--- src/rtl/disp_rx_cfg_pkg.sv ---
// Shared configuration for the display timing receiver: geometry width,
// saturation limit, FSM encoding and the measured-geometry record.
package disp_rx_cfg;
  localparam int GEO_W = 12;
  localparam logic [GEO_W-1:0] SAT_MAX = 12'hFFF;

  typedef enum logic [1:0] {S_IDLE, S_MEAS, S_LOCKED} rx_state_t;

  typedef struct packed {
    logic [GEO_W-1:0] h_tot;
    logic [GEO_W-1:0] h_act;
    logic [GEO_W-1:0] v_tot;
    logic [GEO_W-1:0] v_act;
  } geo_t;

  function automatic logic [GEO_W-1:0] sat_inc(input logic [GEO_W-1:0] v);
    return (v == SAT_MAX) ? v : v + 1'b1;
  endfunction
endpackage

--- src/rtl/sync_edge_det.sv ---
// Registers one video control input, normalises it to active-high and
// produces a single-cycle pulse on the selected edge of the registered level.
module sync_edge_det #(
  parameter bit INVERT = 1'b0,
  parameter bit FALL   = 1'b0
) (
  input  logic ClkDisp,
  input  logic Rst_p,
  input  logic din,
  output logic lvl,
  output logic pulse
);
  logic prev;

  always_ff @(posedge ClkDisp or posedge Rst_p) begin
    if (Rst_p) begin
      lvl  <= 1'b0;
      prev <= 1'b0;
    end else begin
      lvl  <= din ^ INVERT;
      prev <= lvl;
    end
  end

  assign pulse = FALL ? (prev & ~lvl) : (lvl & ~prev);
endmodule

--- src/rtl/disp_timing_rx.sv ---
// Video timing receiver: recovers pixel coordinates, measures line/frame
// geometry, and declares lock once the geometry repeats for LOCK_FRAMES frames.
module disp_timing_rx
  import disp_rx_cfg::*;
#(
  parameter int DATA_W           = 24,
  parameter bit SYNC_ACTIVE_HIGH = 1'b0,
  parameter int LOCK_FRAMES      = 2
) (
  input  logic              ClkDisp,
  input  logic              Rst_p,
  input  logic              Vin_HS,
  input  logic              Vin_VS,
  input  logic              Vin_DE,
  input  logic [DATA_W-1:0] Vin_Data,
  output logic              Pix_Valid,
  output logic [DATA_W-1:0] Pix_Data,
  output logic [GEO_W-1:0]  Pix_X,
  output logic [GEO_W-1:0]  Pix_Y,
  output logic              Frame_Begin,
  output logic [GEO_W-1:0]  H_Total,
  output logic [GEO_W-1:0]  H_Active,
  output logic [GEO_W-1:0]  V_Total,
  output logic [GEO_W-1:0]  V_Active,
  output logic              Locked,
  output logic              Timing_Err
);
  localparam logic [3:0] LOCK_N = 4'(LOCK_FRAMES);

  logic hs_edge, vs_edge, de, de_fall, unused_hs_lvl, unused_vs_lvl;

  sync_edge_det #(.INVERT(!SYNC_ACTIVE_HIGH), .FALL(1'b0)) u_hs (
    .ClkDisp(ClkDisp), .Rst_p(Rst_p), .din(Vin_HS), .lvl(unused_hs_lvl), .pulse(hs_edge));
  sync_edge_det #(.INVERT(!SYNC_ACTIVE_HIGH), .FALL(1'b0)) u_vs (
    .ClkDisp(ClkDisp), .Rst_p(Rst_p), .din(Vin_VS), .lvl(unused_vs_lvl), .pulse(vs_edge));
  sync_edge_det #(.INVERT(1'b0), .FALL(1'b1)) u_de (
    .ClkDisp(ClkDisp), .Rst_p(Rst_p), .din(Vin_DE), .lvl(de), .pulse(de_fall));

  logic [DATA_W-1:0] data_r;
  logic [GEO_W-1:0]  xcnt, ycnt, hcnt, decnt, vcnt, vact, line_len, act_w;
  logic [GEO_W-1:0]  line_len_n, act_w_n, vcnt_n, vact_n;
  logic              h_bad, h_bad_n, cand_ok, hsat, lock_load;
  geo_t              cand, ref_geo;
  rx_state_t         state, state_n;
  logic [3:0]        match_cnt, match_n;

  always_ff @(posedge ClkDisp or posedge Rst_p) begin
    if (Rst_p) begin
      data_r      <= '0;
      xcnt        <= '0;
      ycnt        <= '0;
      Pix_Valid   <= 1'b0;
      Pix_Data    <= '0;
      Pix_X       <= '0;
      Pix_Y       <= '0;
      Frame_Begin <= 1'b0;
    end else begin
      data_r      <= Vin_Data;
      Pix_Valid   <= de;
      Pix_Data    <= de ? data_r : '0;
      Frame_Begin <= vs_edge;
      if (de) begin
        Pix_X <= xcnt;
        Pix_Y <= ycnt;
      end
      if (de_fall)  xcnt <= '0;
      else if (de)  xcnt <= sat_inc(xcnt);
      if (vs_edge)      ycnt <= '0;
      else if (de_fall) ycnt <= sat_inc(ycnt);
    end
  end

  // Line-close results are folded in before the frame snapshot, so an HS
  // coincident with VS still counts toward the closing frame.
  always_comb begin
    line_len_n = hs_edge ? sat_inc(hcnt) : line_len;
    vcnt_n     = hs_edge ? sat_inc(vcnt) : vcnt;
    act_w_n    = de_fall ? decnt : act_w;
    vact_n     = de_fall ? sat_inc(vact) : vact;
    h_bad_n    = h_bad | (de_fall && (vact != '0) && (decnt != act_w));
    cand       = {line_len_n, act_w_n, vcnt_n, vact_n};
    cand_ok    = !h_bad_n && (cand.h_tot != SAT_MAX) && (cand.h_act != SAT_MAX) &&
                 (cand.v_tot != SAT_MAX) && (cand.v_act != SAT_MAX);
    hsat       = (hcnt == SAT_MAX) && !hs_edge;
  end

  always_ff @(posedge ClkDisp or posedge Rst_p) begin
    if (Rst_p) begin
      hcnt     <= '0;
      decnt    <= '0;
      line_len <= '0;
      act_w    <= '0;
      vcnt     <= '0;
      vact     <= '0;
      h_bad    <= 1'b0;
    end else begin
      hcnt     <= hs_edge ? '0 : sat_inc(hcnt);
      decnt    <= de_fall ? '0 : (de ? sat_inc(decnt) : decnt);
      line_len <= line_len_n;
      act_w    <= act_w_n;
      if (vs_edge) begin
        vcnt  <= '0;
        vact  <= '0;
        h_bad <= 1'b0;
      end else begin
        vcnt  <= vcnt_n;
        vact  <= vact_n;
        h_bad <= h_bad_n;
      end
    end
  end

  always_comb begin
    state_n   = state;
    match_n   = match_cnt;
    lock_load = 1'b0;
    case (state)
      S_IDLE: if (vs_edge) begin
        state_n = S_MEAS;
        match_n = '0;
      end
      S_MEAS: if (vs_edge) begin
        if (!cand_ok)               match_n = '0;
        else if (cand == ref_geo)   match_n = (match_cnt == 4'hF) ? match_cnt : match_cnt + 4'd1;
        else                        match_n = 4'd1;
        if (match_n >= LOCK_N) begin
          state_n   = S_LOCKED;
          lock_load = 1'b1;
        end
      end
      S_LOCKED: if (vs_edge && (!cand_ok || cand != ref_geo)) begin
        state_n = S_MEAS;
        match_n = '0;
      end
      default: state_n = S_IDLE;
    endcase
    // A missing HS overrides everything: geometry is meaningless without it.
    if (hsat) begin
      state_n   = S_IDLE;
      match_n   = '0;
      lock_load = 1'b0;
    end
  end

  always_ff @(posedge ClkDisp or posedge Rst_p) begin
    if (Rst_p) begin
      state      <= S_IDLE;
      match_cnt  <= '0;
      ref_geo    <= '0;
      Locked     <= 1'b0;
      Timing_Err <= 1'b0;
      H_Total    <= '0;
      H_Active   <= '0;
      V_Total    <= '0;
      V_Active   <= '0;
    end else begin
      state      <= state_n;
      match_cnt  <= match_n;
      Locked     <= (state_n == S_LOCKED);
      Timing_Err <= (state == S_LOCKED) && (state_n != S_LOCKED);
      // Leaving IDLE starts from an empty reference so stale geometry never matches.
      if (vs_edge) ref_geo <= (state == S_IDLE) ? '0 : cand;
      if (lock_load) begin
        H_Total  <= cand.h_tot;
        H_Active <= cand.h_act;
        V_Total  <= cand.v_tot;
        V_Active <= cand.v_act;
      end
    end
  end
endmodule
--- config.mk ---
export PLATFORM = sky130hd
export DESIGN_NAME = disp_timing_rx
export DESIGN_NICKNAME = d
export VERILOG_FILES = /design/src/rtl/disp_rx_cfg_pkg.sv /design/src/rtl/sync_edge_det.sv /design/src/rtl/disp_timing_rx.sv
export SDC_FILE = /design/constraint.sdc
export NUM_CORES = 1
export LEC_CHECK = 0
export BUFFER_PORTS_ARGS = -buffer_cell sky130_fd_sc_hd__buf_2
export CAP_MARGIN = 20
export CORE_MARGIN = 5
export CORE_UTILIZATION = 54
export CTS_CLUSTER_DIAMETER = 100
export DETAILED_ROUTE_END_ITERATION = 6
export PLACE_DENSITY = 0.75
export SLEW_MARGIN = 10
export SYNTH_ARGS = -nofsm -noshare
export SYNTH_HDL_FRONTEND = slang
export SYNTH_SLANG_ARGS = --single-unit
--- constraint.sdc ---
create_clock -name ClkDisp -period 9.6 [get_ports ClkDisp]
set_input_delay 1.92 -clock ClkDisp [delete_from_list [all_inputs] [get_ports ClkDisp]]
set_output_delay 1.92 -clock ClkDisp [all_outputs]
set_load 0.005 [all_outputs]
==> results.cfg <==
[run]
maxCapViolCount = 0

[sta]
max_slew_margin_pct = 32.5
fmax_mhz = 194
worst_slack_ns = 4.45
fin_setup_tns_ns = 0
period_needed_ns = 5.15
setup_viol = 0
rsz0062_at_grt = false
tightest_slew_ns = 1.01
finalHoldViolations = 0
min_period_over_period_pct = 53.7
finClkSkew_ns = 0.0104
slew_viol_final = 0

[detailed_routing]
drt-vias-per-instance = 6.00
route.detailed.drc = 0
num_vias = 10400
wirelength_mm = 33.4
drt_first_iter_violations = 935
firstDrtPassIters = 5
antenna_left = 0
wire_per_inst_um = 19.3

[global_routing]
grt_pass1_wl_mm = 54.8
grt_pass1_vias = 10100
antenna_found_initial = 0
grt_max_degree = 76
grtUsageTotal_pct = 23.6
grt_overflow_total = 0

[yosys]
synthArstFlopShare_pct = 100
netlist_instances = 1290
synth_flop_cell = dfrtp_1
yosys_warnings = 0
synth_cell_types = 73
ys_seq_area_share_pct = 52.7
synth-seq-cells = 280
syn_area_mm2 = 0.0133
synth_area_per_cell_um2 = 10.3
synth_enable_flop_cells = 0
synth_nets = 1327

[critical_path]
crit_type = flip-flop to flip-flop
r2r-end = V_Total[1]
arrival_ns = 5.58
rrSetupSlack_ns = 4.45
cp.required_ns = 10.03
start_kind = flip-flop
crit_path_end_kind = flip-flop
cp_max_fo = 25
reg2regPathDepth = 10
reg2reg_from = vact[8]

[clock_network]
clkLatencyLatePin_ns = 0.55
cts.reportedPaths.clkPinSlew_ns = 0.06
htree_levels = 1
post-cts-setup-buffers = 0
cts_tree = built
clock_sinks = 280
ctsRootBufferMaster = clkbuf_16
cts_buffers = 30
cts_max_path_buffers = 3
hold_buffers = 0
cts_resized = 0

[floorplanning]
die_x_um = 167
initial_core_util_pct = 54.7
std_cell_rows = 57
core_area_mm2 = 0.0243
ios = 129
die_y_um = 167
die_area_mm2 = 0.0279

[layout]
num-nets-final = 1419
diodes = 0
drive_above_1_share_pct = 16.5
syn_to_final_growth_pct = 14.1

[placement]
post-place-ws_ns = 4.58
io_buffers = 128
dpl.hpwl_mm = 22.9
gp_congestion = 0.979

[power]
power_w = 0.00290
vdd_ir_drop_max_uv = 148
p_leak_nw = 7.18
powerDensity_mw_per_mm2 = 191

[hold_path]
min_path_cells = 0
hold_end = u_vs.prev
min-delay-start = u_vs.lvl
hold_path.class = flip-flop to flip-flop

[outcome]
status = finished, final reports clean
power by group:
part / internal, W / total, W / switching (W) / leakage (nW)
clock: 0.000740 / 0.00121 / 0.000468 / 0.507
combinational: 0.000136 / 0.000351 / 0.000215 / 2.93
sequential: 0.00125 / 0.00134 / 0.0000823 / 3.75
total: 0.00213 / 0.00290 / 0.000766 / 7.18
synthesized netlist by cell type, types with 5 or more instances:
cell type / instances / share of area [%]
dfrtp_1: 280 / 53
nand2_1: 119 / 3.4
nor2_1: 80 / 2.3
o21ai_0: 78 / 2.9
clkbuf_1: 58 / 1.6
inv_1: 55 / 1.6
a21oi_1: 45 / 1.7
nand3_1: 45 / 1.7
xor2_1: 40 / 2.6
and2_1: 39 / 1.8
mux2_1: 37 / 3.1
nand4_1: 31 / 1.5
xnor2_1: 30 / 2.0
mux2i_1: 28 / 2.1
nor4_1: 27 / 1.3
mux2_2: 25 / 2.1
and3_1: 22 / 1.0
a22o_1: 20 / 1.3
nor3_1: 19 / 0.71
a31oi_1: 14 / 0.66
buf_2: 14 / 0.53
and4_1: 12 / 0.79
nand2b_1: 11 / 0.52
o31ai_1: 9 / 0.51
a211oi_1: 8 / 0.45
ha_1: 8 / 0.75
a311oi_1: 7 / 0.46
a41oi_1: 7 / 0.46
nor2b_1: 7 / 0.33
or4_1: 6 / 0.34
a2111oi_0: 5 / 0.33
nor3b_1: 5 / 0.28
o22ai_1: 5 / 0.24
or2_2: 5 / 0.24
or3_1: 5 / 0.24
routing by layer:
layer	routed length (µm)	GRT usage, %	up-vias	part of all wire [%]
li1	-	-	4806	-
met1	14600	34.4	5105	44
met2	15500	36.9	397	46
met3	2510	4.62	66	7.5
met4	815	5.83	0	2.4
met5	0	0	-	0
placed cells by master (no fill, tap or decap), types with 19 or more instances in the layout:
cell | netlist | routed
inv_1 | 55 | 54
nor2_1 | 80 | 80
nor3_1 | 19 | 19
nor4_1 | 27 | 27
nand3_1 | 45 | 45
clkbuf_16 | 0 | 31
nand2_1 | 119 | 119
nand4_1 | 31 | 31
mux2_2 | 25 | 25
a22o_1 | 20 | 20
a21oi_1 | 45 | 44
o21ai_0 | 78 | 77
xor2_1 | 40 | 40
mux2i_1 | 28 | 28
mux2_1 | 37 | 37
and3_1 | 22 | 22
buf_2 | 14 | 128
xnor2_1 | 30 | 30
and2_1 | 39 | 39
dfrtp_1 | 280 | 279
worst max-delay path by stage:
stage	startpoint	endpoint	slack, ns	cells after the start
6_report	vact[8]	V_Total[1]	4.45	10
3_5_place_dp	vact[8]	V_Total[1]	4.58	10
3_3_place_gp	vact[8]	V_Active[6]	4.86	10
2_1_floorplan	Rst_p	Frame_Begin	3.97	1
4_1_cts	vact[8]	V_Total[1]	4.59	10
5_1_grt	vact[8]	V_Total[1]	4.30	10
state kept, by name (all words and copies together), names as in the netlist, 2 cells and up:
register and count:
Pix_X 12, Pix_Y 12, V_Active 12, ycnt 12, vact 12, act_w 12
hcnt 12, data_r 24, match_cnt 4, V_Total 12, vcnt 12, Pix_Data 24
line_len 12, decnt 12, H_Active 12, xcnt 12, H_Total 12, ref_geo 48
state 2
cell families (layout without fill, tap and decap cells):
kind of cell,count (synthesis),after routing,synth area share (%)
AND/OR/NAND/NOR,456,456,18.1
flip-flops,280,280,52.7
AO/OA/AOI/OAI,250,250,12.5
buffers and inverters,136,251,4.08
multiplexers,90,90,7.36
XOR/XNOR,70,70,4.61
adder cells (fa/ha/maj),8,8,0.752
critical path, stage by stage, from the launching register on:
cell	delay (ns)
dfrtp_1	0.56
nand4_1	0.29
o41ai_1	0.89
mux2i_1	0.50
xnor2_1	0.16
or4_1	0.48
nor4_1	0.31
nand4_1	0.52
nor4_4	0.48
buf_4	0.44
mux2_1	0.38
metrics by stage:
stage | utilization, % | cell area (µm²) | instances | hold slack, ns
floorplan | - | 13300 | 1290 | 0.349
finish | 62.4 | 15200 | 1729 | 0.402
global route | 62.4 | 15200 | 1729 | 0.415
CTS | 62.4 | 15200 | 1729 | 0.409
detailed placement | 58.1 | 14100 | 1674 | 0.396
global placement | 58.1 | 14100 | 1674 | 0.382
layout make-up:
type | instances | area, µm²
fill | 1992 | 9140
sequential | 280 | 7010
multi-input combinational | 874 | 5780
clock buffer | 40 | 830
timing repair buffer | 140 | 731
tap | 324 | 405
inverter | 56 | 214
clock inverter | 15 | 213
Note: power is estimated with default switching activity, not from simulation.
